## config.mk

```make
export PLATFORM = sky130hd
export DESIGN_NAME = hd63701_intc
export DESIGN_NICKNAME = d
export VERILOG_FILES = /design/src/rtl/hd63701_intc_pkg.sv /design/src/rtl/hd63701_intc_irq_line.sv /design/src/rtl/hd63701_intc.sv
export SDC_FILE = /design/constraint.sdc
export NUM_CORES = 1
export LEC_CHECK = 0
export CORE_UTILIZATION = 33
export CTS_CLUSTER_SIZE = 28
export DETAILED_ROUTE_END_ITERATION = 7
export GPL_ROUTABILITY_DRIVEN = 0
export HOLD_SLACK_MARGIN = 0.02
export PLACE_DENSITY = 0.75
export SETUP_SLACK_MARGIN = 0.4
export SYNTH_ARGS = -nofsm -noshare
export SYNTH_HDL_FRONTEND = slang
export SYNTH_SLANG_ARGS = --single-unit
export TNS_END_PERCENT = 5
```

## constraint.sdc

```tcl
create_clock -name CLK -period 1.8 [get_ports CLK]
set_input_delay 0.36 -clock CLK [delete_from_list [all_inputs] [get_ports CLK]]
set_output_delay 0.36 -clock CLK [all_outputs]
set_load 0.01 [all_outputs]
```

## src/rtl/hd63701_intc_pkg.sv

```systemverilog
// Shared constants for the HD63701 peripheral interrupt controller:
// vector low bytes, line FSM state encodings and the timer priority encoder.
package hd63701_intc_pkg;

    localparam logic [7:0] vaNMI = 8'hFC;
    localparam logic [7:0] vaIRQ = 8'hF8;
    localparam logic [7:0] vaICI = 8'hF6;
    localparam logic [7:0] vaOCI = 8'hF4;
    localparam logic [7:0] vaTOI = 8'hF2;
    localparam logic [7:0] vaSCI = 8'hF0;

    localparam logic [1:0] ST_IDLE   = 2'd0;
    localparam logic [1:0] ST_ASSERT = 2'd1;
    localparam logic [1:0] ST_HOLD   = 2'd2;

    // Timer vector nibble by fixed priority ICF > OCF > TOF; 0 when nothing pending.
    function automatic logic [3:0] timer_vec(input logic icf, input logic ocf, input logic tof);
        logic [3:0] v;
        v = 4'h0;
        if (icf)      v = vaICI[3:0];
        else if (ocf) v = vaOCI[3:0];
        else if (tof) v = vaTOI[3:0];
        return v;
    endfunction

endpackage

```

## src/rtl/hd63701_intc_irq_line.sv

```systemverilog
// One edge-style request line: raise on request, drop on acknowledge or
// withdraw, and after an acknowledge stay low long enough for the
// sequencer's edge detector to see the gap before re-arming.
module hd63701_irq_line
    import hd63701_intc_pkg::*;
#(
    parameter int unsigned REARM = 2
) (
    input  logic clk,
    input  logic rst_n,
    input  logic req,
    input  logic ack,
    input  logic wdr,
    output logic line
);

    localparam int unsigned   CW        = (REARM > 1) ? $clog2(REARM) : 1;
    localparam logic [CW-1:0] HOLD_LOAD = CW'(REARM - 1);

    logic [1:0]    r_state;
    logic [1:0]    w_next;
    logic [CW-1:0] r_cnt;
    logic [CW-1:0] w_cnt_next;
    logic          r_line;

    // Next-state logic; acknowledge takes precedence over withdraw.
    always_comb begin
        w_next     = r_state;
        w_cnt_next = r_cnt;
        case (r_state)
            ST_IDLE: begin
                if (req) w_next = ST_ASSERT;
            end
            ST_ASSERT: begin
                if (ack) begin
                    w_next     = ST_HOLD;
                    w_cnt_next = HOLD_LOAD;
                end else if (wdr) begin
                    w_next = ST_IDLE;
                end
            end
            ST_HOLD: begin
                if (r_cnt == '0) w_next = ST_IDLE;
                else             w_cnt_next = r_cnt - CW'(1);
            end
            default: w_next = ST_IDLE;
        endcase
    end

    // State, hold counter and registered line output.
    always_ff @(posedge clk or negedge rst_n) begin
        if (!rst_n) begin
            r_state <= ST_IDLE;
            r_cnt   <= '0;
            r_line  <= 1'b0;
        end else begin
            r_state <= w_next;
            r_cnt   <= w_cnt_next;
            r_line  <= (w_next == ST_ASSERT);
        end
    end

    assign line = r_line;

endmodule

```

## src/rtl/hd63701_intc.sv

```systemverilog
// HD63701 on-chip peripheral interrupt controller: qualifies the timer and
// SCI requests, drives IRQ2 (with vector nibble) and IRQ0 as edge-style lines,
// and recognises the CPU vector fetch as the acknowledge.
module hd63701_intc
    import hd63701_intc_pkg::*;
#(
    parameter int unsigned REARM = 2
) (
    input  logic        CLK,
    input  logic        RST_N,
    input  logic        ICF,
    input  logic        OCF,
    input  logic        TOF,
    input  logic        EICI,
    input  logic        EOCI,
    input  logic        ETOI,
    input  logic        SCI_REQ,
    input  logic [15:0] AD,
    input  logic        RD,
    output logic        IRQ2,
    output logic [3:0]  IRQ2V,
    output logic        IRQ0,
    output logic [3:0]  PEND
);

    logic       w_ricf;
    logic       w_rocf;
    logic       w_rtof;
    logic       w_rsci;
    logic       w_any2;
    logic [3:0] w_vec_sel;
    logic [3:0] r_vec;
    logic       w_src_req;
    logic       w_ack2;
    logic       w_ack0;
    logic       w_irq2;
    logic       w_irq0;

    assign w_ricf    = ICF & EICI;
    assign w_rocf    = OCF & EOCI;
    assign w_rtof    = TOF & ETOI;
    assign w_rsci    = SCI_REQ;
    assign PEND      = {w_ricf, w_rocf, w_rtof, w_rsci};
    assign w_any2    = w_ricf | w_rocf | w_rtof;
    assign w_vec_sel = timer_vec(w_ricf, w_rocf, w_rtof);

    // Vector latch: tracks the priority winner only while IRQ2 is low, so the
    // value captured on the rising edge is exactly the IDLE->ASSERT choice and
    // stays frozen for the whole high phase. This replaces a separate load
    // strobe from the line FSM.
    always_ff @(posedge CLK or negedge RST_N) begin
        if (!RST_N)                 r_vec <= 4'h0;
        else if (!w_irq2 && w_any2) r_vec <= w_vec_sel;
    end

    // Qualified request of whichever source the latched vector names.
    always_comb begin
        w_src_req = 1'b0;
        case (r_vec)
            vaICI[3:0]: w_src_req = w_ricf;
            vaOCI[3:0]: w_src_req = w_rocf;
            vaTOI[3:0]: w_src_req = w_rtof;
            default:    w_src_req = 1'b0;
        endcase
    end

    assign w_ack2 = RD && (AD == {12'hFFF, r_vec});
    assign w_ack0 = RD && (AD == {8'hFF, vaSCI});

    hd63701_irq_line #(.REARM(REARM)) u_line_irq2 (
        .clk   (CLK),
        .rst_n (RST_N),
        .req   (w_any2),
        .ack   (w_ack2),
        .wdr   (!w_src_req),
        .line  (w_irq2)
    );

    hd63701_irq_line #(.REARM(REARM)) u_line_irq0 (
        .clk   (CLK),
        .rst_n (RST_N),
        .req   (w_rsci),
        .ack   (w_ack0),
        .wdr   (!w_rsci),
        .line  (w_irq0)
    );

    assign IRQ2  = w_irq2;
    assign IRQ0  = w_irq0;
    assign IRQ2V = r_vec;

endmodule

```

==> results.md, run 1 <==
- CTS tree: built
- Row count: 14
- Avg Inst Size Synth: 9.49 um2
- Post-synth EDFFs: 0
- RSZ-0062 raised after global routing: true
- Post-Syn Area: 551 um2
- Critical Path Source: TOF
- Final setup vio count: 0
- Aggregate global routing overflow: 0
- Peak supply drop: 594 uV
- Maxcap violations: 0
- Kind of critical path: in2out
- R2R Setup Slk: 0.63 ns
- Core area: 1520 um2
- Htree depth: 1
- Pins Over Slew Limit: 0
- Final hold violation count: 0
- DIE WIDTH: 42.8 um
- Crit Reg-Reg Endpoint: u_line_irq2.r_state[0]$_DFF_PN0_
- CP Capture Point: PEND[1]
- WP data required: 1.44 ns
- Port Buffers: 33
- Die Footprint: 1840 um2
- Outcome: complete, no violations
- Power Dens Cells: 821 nW/um2
- Vias per inst: 4.95
- Min-delay worst type: in2async
- Vias after detailed routing: 559
- CP Launch Type: input pin
- Static leakage: 0.446 nW
- Register area share after synthesis: 0.455
- Period utilization: 0.861
- Most frequent cells in the layout: 27 x clkdlybuf4s50_1, 9 x dfrtp_1, 9 x o21ai_0, 7 x buf_4, 5 x inv_1
- Layout Skew: 0.00267 ns
- Main synth FF type: dfrtp_1
- Yosys warnings: 0
- Power, Total: 0.791 mW
- Ys async rst share: 1.00
- Starting Density: 0.361
- Switching share of power: 0.286
- Final net count: 124
- Largest net degree at the start of global routing: 11
- Initial antenna violation count: 0
- Period minus WS final: 1.55 ns
- PnR worst setup slack: 0.251 ns
- Clock Sinks: 10
- F_max: 0.645 GHz
- Synthesis-stage register bit count: 10
- CTS Hold Bufs: 0
- Max Fanout on Critical Path: 2
- Final setup TNS: 0 ns
- I/O pin cnt: 36
- Critical R2R Launch: IRQ2V[1]$_DFFE_PN0P_
- CTS clk-pin slew, worst paths: 0.07 ns
- Dpl cell area: 897 um2
- Final HPWL DP: 1090 um
- Worst R2R Path Depth: 4
- Clock Power Share: 0.258
- Synth cell types: 21
- Clock tree buffer depth: 2
- Post-route cell area: 963 um2
- Logic pwr share: 0.356
- Worst-Skew Late Latency: 0.27 ns
- Die H: 42.8 um
- Layout area overhead: 75.0%
- DRT antenna net count: 0
- Root Buffer: clkbuf_4
- WL final: 1350 um
- First-pass GRT wire length: 2360 um
- CP Capture Type: output pin
- Avg WL per Cell: 11.9 um
- Total CTS buffers: 3
- Internal power: 0.565 mW
- Place WS: -0.0965 ns
- Initial drt markers: 8
- Cells after synthesis: 58
- Antenna Cells: 0
- Switching power total: 0.226 mW
- Part of the power in registers: 0.386
- Arrival time worst endpoint: 1.19 ns
- Vias in the first global route: 555
- DR pass1 iterations: 4
- # DRC: 0
- Layout cells sized above 1: 0.175
- Most common cell after layout, fill and taps aside: clkdlybuf4s50_1
- Gr usage total: 0.173
synth_stat cells (2+ instances only):
cell,n,area [um2]
inv_1,5,18.8
nand3b_1,2,15.0
nand2_1,4,15.0
nand3_1,3,15.0
a41o_1,2,20.0
xnor2_1,2,17.5
nor2_1,2,7.51
buf_4,6,45.0
nand4_1,2,12.5
and3_1,2,12.5
dfrtp_1,10,250
o21ai_0,9,45.0
worst max-delay path, stage by stage:
cell             delay, ns
clkdlybuf4s50_1       0.45
nand2_1               0.07
inv_1                 0.05
dlygate4sd2_1         0.26
registers in the layout, summed over array words and instances, names as in the netlist:
register	count
u_line_irq2.r_state	2
u_line_irq2.r_cnt	1
u_line_irq2.line	1
u_line_irq0.line	1
u_line_irq0.r_cnt	1
IRQ2V	2
u_line_irq0.r_state	2
stage by stage:
step / hold slack, ns / instances / util
after floorplan: 0.0644 / 59 / -
after global placement: 0.487 / 107 / 0.589
after detailed placement: 0.500 / 107 / 0.589
after CTS: 0.402 / 112 / 0.615
after global routing: 0.431 / 113 / 0.632
final: 0.388 / 113 / 0.632
area by class of cell:
cell class	instances	area (um2)
Inverter	5	18.8
Timing Repair Buffer	40	372
Sequential cell	10	251
Clock buffer	4	36.3
Fill cell	137	561
Multi-Input combinational cell	38	265
Tap cell	16	20.0
how the worst min path moves through the flow:
stage	to	slack, ns	cells past startpoint
final	u_line_irq0.r_state[1]$_DFF_PN0_	0.39	1
after global routing	IRQ2V[1]$_DFFE_PN0P_	0.43	1
after CTS	u_line_irq0.r_state[1]$_DFF_PN0_	0.40	1
after detailed placement	u_line_irq0.r_cnt$_DFFE_PN0P_	0.50	2
after global placement	u_line_irq0.r_cnt$_DFFE_PN0P_	0.49	2
after floorplan	IRQ2V[1]$_DFFE_PN0P_	0.06	0
timing repair:
action                                  4_1_cts  5_1_grt
pin swaps                                     0        3
endpoints found under the hold margin         0        0
resized for setup                             7        6
endpoints found under the setup margin       16       15
buffers inserted                              1        1
power by group through the flow:
stage                     Sequential, mW  Combinational, mW  Clock, mW
after global placement             0.319              0.247          0
after detailed placement           0.321              0.252          0
after floorplan                    0.323              0.103          0
after CTS                          0.310              0.267      0.209
after global routing               0.312              0.307      0.218
final                              0.306              0.282      0.204
cells by family (layout without fill, tap and decap cells):
kind of cell	after synthesis	count (layout)	synth area share
XOR/XNOR	2	2	0.0318
other	1	2	0.00681
AO/OA/AOI/OAI	15	15	0.175
AND/OR/NAND/NOR	19	19	0.216
flip-flops	10	10	0.455
buffers and inverters	11	49	0.116
per-layer routing:
metal / up-vias / GRT usage / part of all wire
met5: - / 0 / 0
met4: 0 / 0.0938 / 0.023
met3: 5 / 0.0511 / 0.079
met2: 22 / 0.285 / 0.50
met1: 253 / 0.198 / 0.40
li1: 279 / - / -
No activity file was read; power rests on OpenSTA's default activity.
==> run 2, diff against run 1 <==
- CAP_MARGIN: unset -> 20
==> results of run 2 <==
The final DEF is identical to that of run 1; final timing and power are the same.
==> run 3, diff against run 2 <==
- clock period: 1.8 -> 1.9 ns (I/O delays scaled with it)
==> results.md, run 3 (synthesized netlist as in run 1, its figures left out) <==
- Starting Density: 0.361 (unchanged)
- Slowest stage cell, crit path: clkdlybuf4s50_1 (unchanged)
- # DRC: 0 (unchanged)
- Power Dens Cells: 778 nW/um2 (was 821 nW/um2)
- Clock Sinks: 10 (unchanged)
- Final net count: 123 (was 124)
- CTS tree: built (unchanged)
- Multi-input gate area: 264 um2 (was 265 um2)
- Worst R2R Path Depth: 4 (unchanged)
- Layout area overhead: 73.6% (was 75.0%)
- Total CTS buffers: 3 (unchanged)
- R2R Setup Slk: 0.77 ns (was 0.63 ns)
- Reg area: 251 um2 (unchanged)
- Worst-Skew Late Latency: 0.26 ns (was 0.27 ns)
- Inst Count DP: 106 (was 107)
- Vias after detailed routing: 563 (was 559)
- Final hold violation count: 0 (unchanged)
- Root Buffer: clkbuf_4 (unchanged)
- Critical path, cell by cell: clkdlybuf4s50_1 (was clkdlybuf4s50_1, nand2_1, inv_1, dlygate4sd2_1)
- Pins Over Slew Limit: 0 (unchanged)
- Final setup vio count: 0 (unchanged)
- Period utilization: 0.822
- Arrival time worst endpoint: 1.18 ns (was 1.19 ns)
- Htree depth: 1 (unchanged)
- Maxcap violations: 0 (unchanged)
- Peak supply drop: 600 uV (was 594 uV)
- Final setup TNS: 0 ns (unchanged)
- Crit Reg-Reg Endpoint: u_line_irq2.r_state[0]$_DFF_PN0_ (unchanged)
- WL final: 1360 um (was 1350 um)
- Outcome: complete, no violations (unchanged)
- Die Footprint: 1840 um2 (unchanged)
- Die H: 42.8 um (unchanged)
- Vias in the first global route: 582 (was 555)
- Static leakage: 0.454 nW (was 0.446 nW)
- Top delay family on crit path: buffers and inverters (unchanged)
- I/O pin cnt: 36 (unchanged)
- FILL cells: 131 (was 137)
- Core area: 1520 um2 (unchanged)
- CTS clk-pin slew, worst paths: 0.07 ns (about the same)
- DIE WIDTH: 42.8 um (unchanged)
- Avg WL per Cell: 12.1 um (was 11.9 um)
- Max Fanout on Critical Path: 3 (was 2)
- Aggregate global routing overflow: 0 (unchanged)
- Gr usage total: 0.166 (was 0.173)
- F_max: 0.640 GHz
- PnR worst setup slack: 0.338 ns (was 0.251 ns)
- Most common cell after layout, fill and taps aside: clkdlybuf4s50_1 (unchanged)
- Antenna Cells: 0 (unchanged)
- CP Capture Type: output pin (unchanged)
- Initial antenna violation count: 0 (unchanged)
- Buf/Inv on CP: 1 (was 3)
- WP data required: 1.52 ns (was 1.44 ns)
- CTS Hold Bufs: 0 (unchanged)
- Clock tree buffer depth: 2 (unchanged)
- Most frequent cells in the layout: 25 x clkdlybuf4s50_1, 9 x dfrtp_1, 7 x o21ai_0, 6 x buf_4, 5 x inv_1 (was 27 x clkdlybuf4s50_1, 9 x dfrtp_1, 9 x o21ai_0, 7 x buf_4, 5 x inv_1)
- Row count: 14 (unchanged)
- Initial drt markers: 11 (was 8)
- Layout Skew: 0.000690 ns (was 0.00267 ns)
- Port Buffers: 33 (unchanged)
- Min-delay worst type: in2async (unchanged)
- Period minus WS final: 1.56 ns
- CP Launch Type: flop (was input pin)
- Vias per inst: 5.03 (was 4.95)
- Finished Layout Cells: 112 (was 113)
- First-pass GRT wire length: 2340 um (was 2360 um)
- Max incr delay on CP: 0.55 ns (was 0.45 ns)
- Kind of critical path: reg2out (was in2out)
- Final HPWL DP: 1090 um (about the same)
- RSZ-0062 raised after global routing: true (unchanged)
- Layout cells sized above 1: 0.198 (was 0.175)
- DRT antenna net count: 0 (unchanged)
- Critical R2R Launch: IRQ2V[2]$_DFFE_PN0P_ (was IRQ2V[1]$_DFFE_PN0P_)
- Largest net degree at the start of global routing: 11 (unchanged)
- Place WS: -0.0363 ns (was -0.0965 ns)
- DR pass1 iterations: 4 (unchanged)
run 3: worst max path at each step:
| stage | from | slack [ns] | cells after the start | end |
|---|---|---|---|---|
| floorplan | AD[3] | 0.56 | 4 | u_line_irq2.line$_DFF_PN0_ |
| global placement | ICF | 0.006 | 4 | PEND[3] |
| detailed placement | ICF | -0.04 | 4 | PEND[3] |
| CTS | u_line_irq2.line$_DFF_PN0_ | 0.30 | 1 | IRQ2 |
| global route | u_line_irq2.line$_DFF_PN0_ | 0.31 | 1 | IRQ2 |
| finish | u_line_irq2.line$_DFF_PN0_ | 0.34 | 1 | IRQ2 |
run 3: repair_timing:
action                                  CTS  global route
gates resized for setup                  10            12
gates cloned                              0             0
pin swaps                                 0             8
endpoints found under the setup margin   14            15
setup buffers                             1             1
run 3: area by class of cell:
cell class / count / area share
Clock buffer: 4 / 0.0380
Inverter: 5 / 0.0196
Multi-Input combinational cell: 38 / 0.276
Sequential cell: 10 / 0.263
Tap cell: 16 / 0.0209
Timing Repair Buffer: 39 / 0.382
run 3: layer usage:
metal	share of wire	track usage
met1	0.40	0.187
met2	0.52	0.294
met3	0.076	0.0553
met4	0.0096	0.0500
met5	0	0
run 3: where the power goes:
part | leakage, nW | total, mW | switching, mW | internal (mW)
sequential | 0.123 | 0.291 | 0.0393 | 0.252
clock | 0.0210 | 0.188 | 0.0722 | 0.116
combinational | 0.310 | 0.264 | 0.0982 | 0.166
run 3: metrics by stage:
stage | area, um2 | hold WS (ns) | total power, mW | utilization
final | 956 | 0.421 | 0.744 | 0.627
after global routing | 956 | 0.466 | 0.791 | 0.627
after detailed placement | 890 | 0.499 | 0.542 | 0.584
after global placement | 890 | 0.487 | 0.534 | 0.584
after CTS | 926 | 0.434 | 0.738 | 0.608
after floorplan | 554 | 0.0844 | 0.403 | -
